==> src/rtl/led_scan4_pkg.sv <==
// Shared definitions for the four-digit multiplexed LED scanner.
//   SEG_TABLE   : active-low segment codes for hex 0..F, bit order g,f,e,d,c,b,a
//   SEG_OFF     : all segments dark
//   AN_OFF      : all digit enables inactive
//   presc_width : counter width that can hold 0..presc-1
package led_scan4_pkg;

    localparam logic [6:0] SEG_OFF = 7'b1111111;
    localparam logic [3:0] AN_OFF  = 4'b1111;

    // Lowercase glyphs are used for b and d so they stay distinct from 8 and 0.
    localparam logic [6:0] SEG_TABLE [16] = '{
        7'b1000000,  // 0
        7'b1111001,  // 1
        7'b0100100,  // 2
        7'b0110000,  // 3
        7'b0011001,  // 4
        7'b0010010,  // 5
        7'b0000010,  // 6
        7'b1111000,  // 7
        7'b0000000,  // 8
        7'b0010000,  // 9
        7'b0001000,  // A
        7'b0000011,  // b
        7'b1000110,  // C
        7'b0100001,  // d
        7'b0000110,  // E
        7'b0001110   // F
    };

    localparam int PRESC_DEFAULT = 16;

    function automatic int presc_width(input int presc);
        return (presc <= 2) ? 1 : $clog2(presc);
    endfunction

    localparam int PCNT_W_DEFAULT = presc_width(PRESC_DEFAULT);

endpackage

==> src/rtl/led_scan4_hex_to_seg7.sv <==
// Combinational hex to seven-segment decoder.
//   nib : 4-bit hex value
//   seg : active-low segments, bit order g,f,e,d,c,b,a
module hex_to_seg7
    import led_scan4_pkg::*;
(
    input  logic [3:0] nib,
    output logic [6:0] seg
);

    assign seg = SEG_TABLE[nib];

endmodule

==> src/rtl/led_scan4.sv <==
// Four-digit time-multiplexed seven-segment scanner with snapshot register,
// optional leading-zero blanking and a one-cycle dark gap per slot.
//   clk   : clock, rising edge
//   clr   : synchronous active-low reset
//   dat   : four hex digits, dat[3:0] is the rightmost digit
//   ld    : snapshot strobe for dat and dp_in
//   dp_in : decimal point request per digit (1 = lit)
//   blank : suppress leading zeros (live input)
//   an    : active-low digit enables
//   seg   : active-low segments g..a
//   dp    : active-low decimal point
//   tick  : one-cycle pulse on each digit-slot change
module led_scan4
    import led_scan4_pkg::*;
#(
    parameter int PRESC = PRESC_DEFAULT
) (
    input  logic        clk,
    input  logic        clr,
    input  logic [15:0] dat,
    input  logic        ld,
    input  logic [3:0]  dp_in,
    input  logic        blank,
    output logic [3:0]  an,
    output logic [6:0]  seg,
    output logic        dp,
    output logic        tick
);

    localparam int            PW        = presc_width(PRESC);
    localparam logic [PW-1:0] PCNT_LAST = PW'(PRESC - 1);

    logic [PW-1:0] pcnt_reg;
    logic [1:0]    dig_reg;
    logic [15:0]   snap_reg;
    logic [3:0]    dps_reg;
    logic          tick_reg;
    logic [3:0]    an_reg;
    logic [6:0]    seg_reg;
    logic          dp_reg;

    logic [3:0]    an_next;
    logic [6:0]    seg_next;
    logic          dp_next;

    logic [3:0]    nib_sel;
    logic [6:0]    seg_code;
    logic [3:0]    lead_zero;
    logic          slot_end;
    logic          digit_dark;

    // Digit i is a leading zero when it and every digit above it are zero.
    // The rightmost digit always shows, so its flag is tied low.
    assign lead_zero[0] = 1'b0;
    generate
        for (genvar gi = 1; gi < 4; gi++) begin : g_lead_zero
            assign lead_zero[gi] = (snap_reg[15:4*gi] == '0);
        end
    endgenerate

    assign nib_sel  = snap_reg[{dig_reg, 2'b00} +: 4];
    assign slot_end = (pcnt_reg == PCNT_LAST);

    hex_to_seg7 u_dec (
        .nib (nib_sel),
        .seg (seg_code)
    );

    // First cycle of every slot is dark so the previous digit's pattern
    // never bleeds onto the newly enabled anode.
    always_comb begin
        digit_dark = (pcnt_reg == '0) || (blank && lead_zero[dig_reg]);
        an_next    = AN_OFF;
        seg_next   = SEG_OFF;
        dp_next    = 1'b1;
        if (!digit_dark) begin
            an_next  = ~(4'b0001 << dig_reg);
            seg_next = seg_code;
            dp_next  = ~dps_reg[dig_reg];
        end
    end

    always_ff @(posedge clk) begin
        if (!clr) begin
            pcnt_reg <= '0;
            dig_reg  <= '0;
            snap_reg <= '0;
            dps_reg  <= '0;
            tick_reg <= 1'b0;
            an_reg   <= AN_OFF;
            seg_reg  <= SEG_OFF;
            dp_reg   <= 1'b1;
        end else begin
            pcnt_reg <= slot_end ? '0 : pcnt_reg + 1'b1;
            tick_reg <= slot_end;
            if (slot_end) begin
                dig_reg <= dig_reg + 2'd1;
            end
            if (ld) begin
                snap_reg <= dat;
                dps_reg  <= dp_in;
            end
            an_reg  <= an_next;
            seg_reg <= seg_next;
            dp_reg  <= dp_next;
        end
    end

    assign an   = an_reg;
    assign seg  = seg_reg;
    assign dp   = dp_reg;
    assign tick = tick_reg;

endmodule
==> config.mk <==
export PLATFORM = sky130hd
export DESIGN_NAME = led_scan4
export DESIGN_NICKNAME = d
export VERILOG_FILES = /design/src/rtl/led_scan4_pkg.sv /design/src/rtl/led_scan4_hex_to_seg7.sv /design/src/rtl/led_scan4.sv
export SDC_FILE = /design/constraint.sdc
export NUM_CORES = 1
export LEC_CHECK = 0
export CAP_MARGIN = 15
export CORE_ASPECT_RATIO = 0.6
export CORE_MARGIN = 2
export CORE_UTILIZATION = 55
export CTS_CLUSTER_DIAMETER = 50
export DETAILED_ROUTE_END_ITERATION = 7
export GPL_TIMING_DRIVEN = 0
export PLACE_DENSITY = 0.84
export SETUP_SLACK_MARGIN = 0.2
export SLEW_MARGIN = 20
export SYNTH_ARGS = -nofsm -noshare
export SYNTH_HDL_FRONTEND = slang
export SYNTH_HIERARCHICAL = 1
export SYNTH_SLANG_ARGS = --single-unit
==> constraint.sdc <==
create_clock -name clk -period 3.7 [get_ports clk]
set_clock_uncertainty 0.15 [all_clocks]
set_input_delay 0.555 -clock clk [delete_from_list [all_inputs] [get_ports clk]]
set_output_delay 0.555 -clock clk [all_outputs]
set_load 0.02 [all_outputs]
==> impl_metrics.json <==
{
  "period_needed_ps": 2640,
  "grt_pass1_vias": 1492,
  "std_cell_rows": 16,
  "syn_to_final_growth_pct": 28.5,
  "wire_per_inst_um": 14.9,
  "post_cts_buffers": 0,
  "tns_ps": 0,
  "cts.clk_slew.worst_paths_ps": 70,
  "cpMaxStageDelayCell": "mux4_1",
  "gp_congestion": 0.854,
  "postRouteAntennaNets": 0,
  "layout_setup_ws_ps": 1060,
  "port_buffers": 35,
  "grt_max_degree": 13,
  "worstReg2RegEnd": "seg[3]",
  "yosysSeqAreaShare_pct": 41.2,
  "synth_area_leaders": "dfxtp_1 (41%), mux2i_1 (14%), ha_1 (8.6%)",
  "status": "finished clean",
  "synth_top_area_share_pct": 41.2,
  "worstPathArrival_ps": 2630,
  "drtIter0Drc": 43,
  "clk_latency_ps": 290,
  "cts_max_path_buffers": 2,
  "design.core.area_sq_mm": 0.00328,
  "largest_reg_flops": 16,
  "cp-start-kind": "register",
  "root_buffer": "clkbuf_8",
  "reg2reg_setup_slack_ps": 1060,
  "synth_cell_type_count": 33,
  "final_max_slew_viol_count": 0,
  "syn_area_sq_mm": 0.00189,
  "vias_per_cell": 5.50,
  "nNetsFinal": 258,
  "syn_nets": 216,
  "yosys.area.top_type": "dfxtp_1",
  "dp_hpwl_um": 3110,
  "avgSynthCellArea_sq_um": 10.6,
  "synth_most_common_cell": "dfxtp_1",
  "diodes": 0,
  "worst_pin_slew_ps": 506,
  "htreeDepth": 2,
  "finalSetupViolations": 0,
  "cts_resized": 0,
  "cp_data_required_time_ps": 3700,
  "slew_headroom_pct": 66.2,
  "fmax_ghz": 0.379,
  "drtPass1Iterations": 4,
  "path_cells": "buf_6 -> mux4_1 -> inv_1 -> ha_1 -> inv_1 -> mux4_1 -> inv_1 -> o2111ai_1",
  "die_area_sq_mm": 0.00394,
  "initial_core_util_pct": 57.7,
  "crit_path_frequent_cell": "inv_1",
  "numCtsBuffers": 5,
  "power_leakage_nw": 1.02,
  "ios": 37,
  "synth_edf_count": 0,
  "layout-drive-gt1-share_pct": 10.8,
  "path_class": "register to register",
  "async_flop_share_pct": 0,
  "synth_commonest_cells": "dfxtp_1 (39), mux2i_1 (26), nor2_1 (25)",
  "cp-endpoint": "seg[3]",
  "post-route-period-util_pct": 71.2,
  "fin_util_pct": 74.1,
  "ir_worst_vdd_mv": 0.290,
  "ys_ff_latch": 39,
  "dpl_worst_slack_ps": 1120,
  "critPathLaunch": "dig_reg[0]",
  "grt_setup_unrepaired": "false",
  "overflow": 0,
  "crit_family": "multiplexers",
  "syn-instance-count": 179,
  "ys.flop_type": "dfxtp_1",
  "cpPeakStageDelay_ps": 690,
  "maxCapViolations": 0,
  "die_h_um": 49.4,
  "holdBufCountCts": 0,
  "crit_fanout": 8,
  "die_w_um": 79.7,
  "rr_worst_depth": 8,
  "rr_startpoint": "dig_reg[0]",
  "via_count": 1468,
  "worst-path-buf-inv": 4,
  "cp-end-kind": "register",
  "yosysWarnings": 6,
  "grt_pass1_wl_um": 6670,
  "cts_tree": "done",
  "totalWireLength_um": 3970,
  "crit_cells": 8,
  "p_per_area_mw_per_mm2": 424,
  "hold_violations": 0,
  "grt_use_total_pct": 21.9,
  "drc": 0,
  "cts.sinks": 39,
  "holdCritPathClass": "register to register",
  "grt_antenna_before_repair": 0
}
[routing by layer]
| layer | wire length, um | global-route usage [%] |
|---|---|---|
| met1 | 1820 | 27.9 |
| met2 | 1880 | 35.9 |
| met3 | 208 | 5.56 |
| met4 | 58 | 8.47 |
| met5 | 0 | 0 |
[layout make-up]
class	instances	area (sq um)
timing repair buffer	35	350
clock inverter	2	60.1
buffer	11	66.3
multi-input combinational	111	978
fill	244	851
tap	45	56.3
clock buffer	6	72.6
inverter	18	67.6
sequential	39	781
[cells in the final DEF (no fill, tap or decap)]
cell and n:
buf_4 1, o2bb2ai_1 1, ha_1 13, or3_1 2
or3b_2 1, clkdlybuf4s50_1 35, a21oi_1 2, mux2i_1 26
mux4_2 1, nand2_1 1, or4_1 1, clkbuf_8 5
nor4_2 2, o211ai_1 1, nor2_1 25, dfxtp_1 39
buf_6 2, nand3_1 2, inv_2 1, clkbuf_1 4
inv_1 16, clkinv_1 1, o211ai_2 1, a31oi_1 1
o21ai_2 1, and2_2 1, and3_4 1, nor3_1 1
bufinv_16 2, xnor2_1 2, o2111ai_1 11, nand2b_1 1
o21ai_0 6, and3_1 2, buf_2 5, mux4_1 5
[where the power goes]
group / switching [mW] / internal (mW) / total [mW]
clock: 0.144 / 0.269 / 0.414
sequential: 0.0159 / 0.445 / 0.461
combinational: 0.0761 / 0.0817 / 0.158
total: 0.236 / 0.796 / 1.03
[metrics by stage]
stage / area, sq um / hold WS (ps) / power [mW] / instances
after CTS: 2430 / 356 / 1.04 / 267
after floorplan: 1890 / 302 / 0.560 / 179
after global placement: 2300 / 321 / 0.616 / 259
after detailed placement: 2300 / 339 / 0.627 / 259
after global routing: 2430 / 382 / 1.07 / 267
final: 2430 / 348 / 1.03 / 267
[cells by family (layout without fill, tap and decap cells)]
group	after synthesis	after routing	synth area share (%)
AO/OA/AOI/OAI	24	24	9.52
AND/OR/NAND/NOR	40	40	10.8
flip-flops	39	39	41.2
XOR/XNOR	2	2	0.925
multiplexers	32	32	21.9
buffers and inverters	29	72	7.07
adder cells (fa/ha/maj)	13	13	8.59
[tightest hold or removal path: stages (launching register included)]
cell and delay [ps]:
dfxtp_1 320, mux2i_1 60, nor2_1 80
[how the worst min path moves through the flow]
stage | slack [ps] | cells past startpoint | from | to
after floorplan | 300 | 2 | snap_reg[0] | snap_reg[0]
after global placement | 320 | 2 | snap_reg[1] | snap_reg[1]
after detailed placement | 340 | 2 | dps_reg[2] | dps_reg[2]
after CTS | 360 | 2 | dps_reg[2] | dps_reg[2]
after global routing | 380 | 2 | pcnt_reg[3] | pcnt_reg[3]
final | 350 | 2 | dps_reg[3] | dps_reg[3]
Note: power is estimated with default switching activity, not from simulation.
